==> src/rtl/fpu_cmd_sequencer.sv <==
// Command sequencer for an FPU. It gathers a 9-byte command (op, data_1, data_2)
// from a byte stream, issues it once, waits for the result and streams it back as 4 bytes.
module fpu_cmd_sequencer #(
    parameter int TIMEOUT_CYCLES = 64
) (
    input  logic        i_clk,
    input  logic        i_rst_n,
    input  logic [7:0]  s_byte,
    input  logic        s_valid,
    output logic        s_ready,
    output logic [31:0] fpu_data_1,
    output logic [31:0] fpu_data_2,
    output logic        fpu_op,
    output logic        fpu_valid,
    input  logic [31:0] fpu_result,
    input  logic        fpu_result_valid,
    output logic [7:0]  m_byte,
    output logic        m_valid,
    input  logic        m_ready,
    output logic        o_busy,
    output logic        o_timeout
);

    localparam int WAIT_W = (TIMEOUT_CYCLES > 1) ? $clog2(TIMEOUT_CYCLES) : 1;
    localparam logic [WAIT_W-1:0] WAIT_LAST = WAIT_W'(TIMEOUT_CYCLES - 1);

    typedef enum logic [1:0] {
        ST_RX,
        ST_ISSUE,
        ST_WAIT,
        ST_TX
    } state_t;

    state_t            state;
    state_t            next_state;
    logic [3:0]        byte_cnt;
    logic [WAIT_W-1:0] wait_cnt;
    logic [1:0]        tx_cnt;
    logic              cmd_op;
    logic [31:0]       cmd_d1;
    logic [23:0]       cmd_d2;
    logic [31:0]       result;

    always_ff @(posedge i_clk) begin
        if (!i_rst_n) begin
            state <= ST_RX;
        end else begin
            state <= next_state;
        end
    end

    // The result wins over an expiring timeout, so it is tested first in WAIT.
    always_comb begin
        next_state = state;
        s_ready    = 1'b0;
        fpu_valid  = 1'b0;
        m_valid    = 1'b0;
        o_busy     = 1'b1;
        o_timeout  = 1'b0;
        case (state)
            ST_RX: begin
                s_ready = 1'b1;
                o_busy  = 1'b0;
                if (s_valid && (byte_cnt == 4'd8)) begin
                    next_state = ST_ISSUE;
                end
            end
            ST_ISSUE: begin
                fpu_valid  = 1'b1;
                next_state = ST_WAIT;
            end
            ST_WAIT: begin
                if (fpu_result_valid) begin
                    next_state = ST_TX;
                end else if (wait_cnt == WAIT_LAST) begin
                    o_timeout  = 1'b1;
                    next_state = ST_RX;
                end
            end
            ST_TX: begin
                m_valid = 1'b1;
                if (m_ready && (tx_cnt == 2'd3)) begin
                    next_state = ST_RX;
                end
            end
            default: next_state = ST_RX;
        endcase
    end

    always_comb begin
        m_byte = 8'h00;
        case (tx_cnt)
            2'd0:    m_byte = result[31:24];
            2'd1:    m_byte = result[23:16];
            2'd2:    m_byte = result[15:8];
            default: m_byte = result[7:0];
        endcase
    end

    // Operands are assembled in shadow registers and only committed on the final
    // byte, so the FPU-facing values never show a half-received command.
    always_ff @(posedge i_clk) begin
        if (!i_rst_n) begin
            byte_cnt   <= 4'd0;
            wait_cnt   <= '0;
            tx_cnt     <= 2'd0;
            cmd_op     <= 1'b0;
            cmd_d1     <= 32'h0;
            cmd_d2     <= 24'h0;
            fpu_op     <= 1'b0;
            fpu_data_1 <= 32'h0;
            fpu_data_2 <= 32'h0;
            result     <= 32'h0;
        end else begin
            case (state)
                ST_RX: begin
                    if (s_valid) begin
                        if (byte_cnt == 4'd0) begin
                            cmd_op <= s_byte[0];
                        end else if (byte_cnt <= 4'd4) begin
                            cmd_d1 <= {cmd_d1[23:0], s_byte};
                        end else if (byte_cnt <= 4'd7) begin
                            cmd_d2 <= {cmd_d2[15:0], s_byte};
                        end else begin
                            fpu_op     <= cmd_op;
                            fpu_data_1 <= cmd_d1;
                            fpu_data_2 <= {cmd_d2, s_byte};
                        end
                        byte_cnt <= (byte_cnt == 4'd8) ? 4'd0 : byte_cnt + 4'd1;
                    end
                end
                ST_ISSUE: begin
                    wait_cnt <= '0;
                    tx_cnt   <= 2'd0;
                end
                ST_WAIT: begin
                    if (fpu_result_valid) begin
                        result <= fpu_result;
                    end else if (wait_cnt == WAIT_LAST) begin
                        byte_cnt <= 4'd0;
                    end else begin
                        wait_cnt <= wait_cnt + 1'b1;
                    end
                end
                ST_TX: begin
                    if (m_ready) begin
                        tx_cnt <= tx_cnt + 2'd1;
                    end
                end
                default: byte_cnt <= 4'd0;
            endcase
        end
    end

endmodule

==> config.mk <==
export PLATFORM = sky130hd
export DESIGN_NAME = fpu_cmd_sequencer
export DESIGN_NICKNAME = d
export VERILOG_FILES = /design/src/rtl/fpu_cmd_sequencer.sv
export SDC_FILE = /design/constraint.sdc
export NUM_CORES = 1
export LEC_CHECK = 0
export CAP_MARGIN = 20
export CORE_ASPECT_RATIO = 0.8
export CORE_UTILIZATION = 54
export CTS_BUF_LIST = sky130_fd_sc_hd__clkbuf_4
export CTS_CLUSTER_SIZE = 28
export DETAILED_ROUTE_END_ITERATION = 7
export PLACE_DENSITY = 0.82
export SLEW_MARGIN = 20
export SYNTH_ARGS = -nofsm -noshare
export SYNTH_HDL_FRONTEND = slang
export SYNTH_SLANG_ARGS = --single-unit
==> constraint.sdc <==
create_clock -name i_clk -period 2.1 [get_ports i_clk]
set_input_delay 0.42 -clock i_clk [delete_from_list [all_inputs] [get_ports i_clk]]
set_output_delay 0.42 -clock i_clk [all_outputs]
set_load 0.02 [all_outputs]
==> metrics.cfg <==
[outcome]
outcome = complete, but fails checks
violations = DRC, setup timing

[grt]
grt_util_all_layers_pct = 26.4
grt_max_degree = 54
grt_pass1_vias = 5318
antenna_found_initial = 0
overflow = 0
grt_pass1_wl_um = 26200

[route]
drt_iter0_drc = 491
drc_errors = 10
viasPerCell = 5.32
first_pass_iters = 7
vias = 5840
drtAntennaViolNets = 0
wl_um = 15800
wl_per_cell_um = 14.4

[synthesis]
synth_top_family_by_area = simple AND/OR/NAND/NOR gates
async_flop_share_pct = 0
synth-edff-count = 0
synth_area_um2 = 6520
synth_compound_area_share_pct = 16.2
ys_ff_latch = 168
synth-xor-area-share_pct = 0
synthAdderAreaFrac_pct = 1.73
ys_seq_area_share_pct = 51.6
synthMuxAreaShare_pct = 1.38
syn_inst = 818
avgSynthCellArea_um2 = 7.97
ys.flop_type = dfxtp_1
syn_nets = 872
synth_cell_types = 43
synth_simple_gate_area_share_pct = 22.9
ys_warn_count = 0

[cts]
root_buffer = clkbuf_4
tritoncts = yes
clkSinkCount = 168
clk_pin_slew_ns = 0.14
numCtsBuffers = 17
hold_buffers = 0
htree_levels = 4
clk_latency_ns = 0.55
clockBufferDepth = 2

[worst_setup_path]
r2r_end = result[8]
ff2ff_path_depth = 7
cp.required_ns = 1.68
cp.depth = 5
r2r-start = state[0]
path_buf_inv = 2
path_max_fanout = 8
cp.arrival_ns = 1.90
cp-start-kind = register
cp_top_family = flip-flops
critPathCaptureType = output port
startpoint = tx_cnt[0]
crit_type = register to output port
rrSetupSlack_ns = 0.31
cpPeakStageDelay_ns = 0.36
critPathSlowestCell = dfxtp_2
crit_chain = buf_6, ha_4, a222oi_1, mux2i_1, buf_4
endpoint = m_byte[5]

[floorplan]
ioPinCount = 123
design.die.area_um2 = 12500
start_util_pct = 56.0
design.core.area_um2 = 11600
row_count = 35
die_w_um = 125
die_y_um = 100

[power_and_ir_drop]
p_int_uw = 3820
swShare_pct = 25.2
power_frac_seq_pct = 63.0
p_leak_uw = 0.00278
ir_drop_v = 0.000491
p_per_area_nw_per_um2 = 619
pwr-share-clk_pct = 31.8
pwr-share-comb_pct = 5.2
p_sw_uw = 1290

[finish]
area_delta_synth_final_pct = 26.6
final_cell_area_um2 = 8250
fill_cells = 968
multi_input_area_um2 = 2790
layout_commonest_cell = nand2_1
final_cell_mix = nand2_1 (318), a21oi_1 (162), dfxtp_1 (161)
drive_gt1_share_pct = 10.1
num-nets-final = 991
ff_latch_area_um2 = 3370
antenna_cells = 0

[placement]
place_congestion = 0.912
post-place-ws_ns = -0.137
hpwl_um = 10800
io_buffers = 122
placed_area_um2 = 7990

[job]
maxCapViolCount = 0

[timing]
slew_headroom_pct = 74.4
min_period_over_period_pct = 110
clock.fmax_mhz = 431
skew_ns = 0.0197
setup_violations = 8
rsz0062_at_grt = yes
tightest_slew_ns = 0.382
min_period_ns = 2.32
setup_slack_ns = -0.220
slew_violations = 0
finalHoldViolCount = 0

[min_path]
min_path_type = primary input to register

## stage by stage
step	TNS (ns)	util [%]	hold WS, ns	instances	power (µW)
floorplan	0	-	0.432	818	3410
global placement	-0.103	68.6	0.443	1063	3550
detailed placement	-0.852	68.6	0.447	1063	3550
CTS	-1.75	70.8	0.368	1096	5150
global route	-2.40	70.8	0.375	1097	5320
finish	-1.63	70.8	0.397	1097	5110
## power by group through the flow
stage	Combinational, µW	Clock, µW	Sequential (µW)
global route	294	1810	3220
CTS	267	1660	3220
detailed placement	266	0	3290
global placement	265	0	3290
floorplan	125	0	3280
finish	268	1620	3220
## per-layer routing
metal | wire (µm) | GRT usage, % | up-vias
met5 | 0 | 0 | -
met4 | 318 | 9.94 | 0
met3 | 951 | 5.54 | 22
met2 | 7070 | 40.7 | 165
met1 | 7450 | 36.7 | 2717
li1 | - | - | 2936
## flip-flops by register name (all words and copies together) (netlist names)
signal and count:
tx_cnt 2, cmd_op 1, fpu_op 1, byte_cnt 4, cmd_d2 24, cmd_d1 32
fpu_data_2 32, state 2, result 32, fpu_data_1 32, wait_cnt 6
## worst min path at each step
| stage | slack [ns] | to | start | cells past startpoint |
|---|---|---|---|---|
| 6_report | 0.40 | result[1] | fpu_result[1] | 3 |
| 5_1_grt | 0.38 | result[11] | fpu_result[11] | 3 |
| 4_1_cts | 0.37 | result[11] | fpu_result[11] | 3 |
| 3_5_place_dp | 0.45 | result[10] | result[10] | 2 |
| 3_3_place_gp | 0.44 | fpu_data_2[28] | cmd_d2[20] | 2 |
| 2_1_floorplan | 0.43 | fpu_data_1[30] | cmd_d1[30] | 2 |
## cells by family (layout without fill, tap and decap cells)
group | after synthesis | in the layout
simple gates | 363 | 363
compound gates | 192 | 192
flops | 168 | 168
buf+inv | 77 | 208
fa+ha+maj | 9 | 9
mux | 9 | 9
## Yosys cell counts, types with 4 or more instances
cell | instances | area, µm²
nor2b_1 | 4 | 25.0
buf_4 | 6 | 45.0
clkbuf_1 | 32 | 120
dfxtp_1 | 168 | 3360
o21ai_0 | 8 | 40.0
a21oi_1 | 162 | 811
buf_2 | 9 | 45.0
nand2b_1 | 4 | 25.0
inv_1 | 16 | 60.1
buf_6 | 11 | 124
a222oi_1 | 8 | 80.1
mux2i_1 | 9 | 90.1
nor2_1 | 6 | 22.5
nand2_1 | 319 | 1200
nand3_1 | 8 | 40.0
ha_1 | 9 | 113
nor3b_1 | 4 | 30.0
## worst reg2reg max path: cells and delay by family, from the launching register on
family,cells,cell delay [ns]
compound gates,1,0.16
flops,1,0.37
simple gates,3,0.58
buf+inv,3,0.63
## area by class of cell
cell class | count | area share (%)
timing repair buffer | 160 | 19.4
tap | 148 | 2.24
inverter | 17 | 0.804
clock buffer | 18 | 1.64
clock inverter | 13 | 1.23
sequential | 168 | 40.9
multi-input combinational | 573 | 33.8
## what timing repair did
item,in CTS,in global routing
endpoints found under the hold margin,0,0
setup buffers,2,1
resized for setup,56,2
setup endpoints to repair,13,9
pin swaps,8,8
Power figures use the tool's default switching activity.
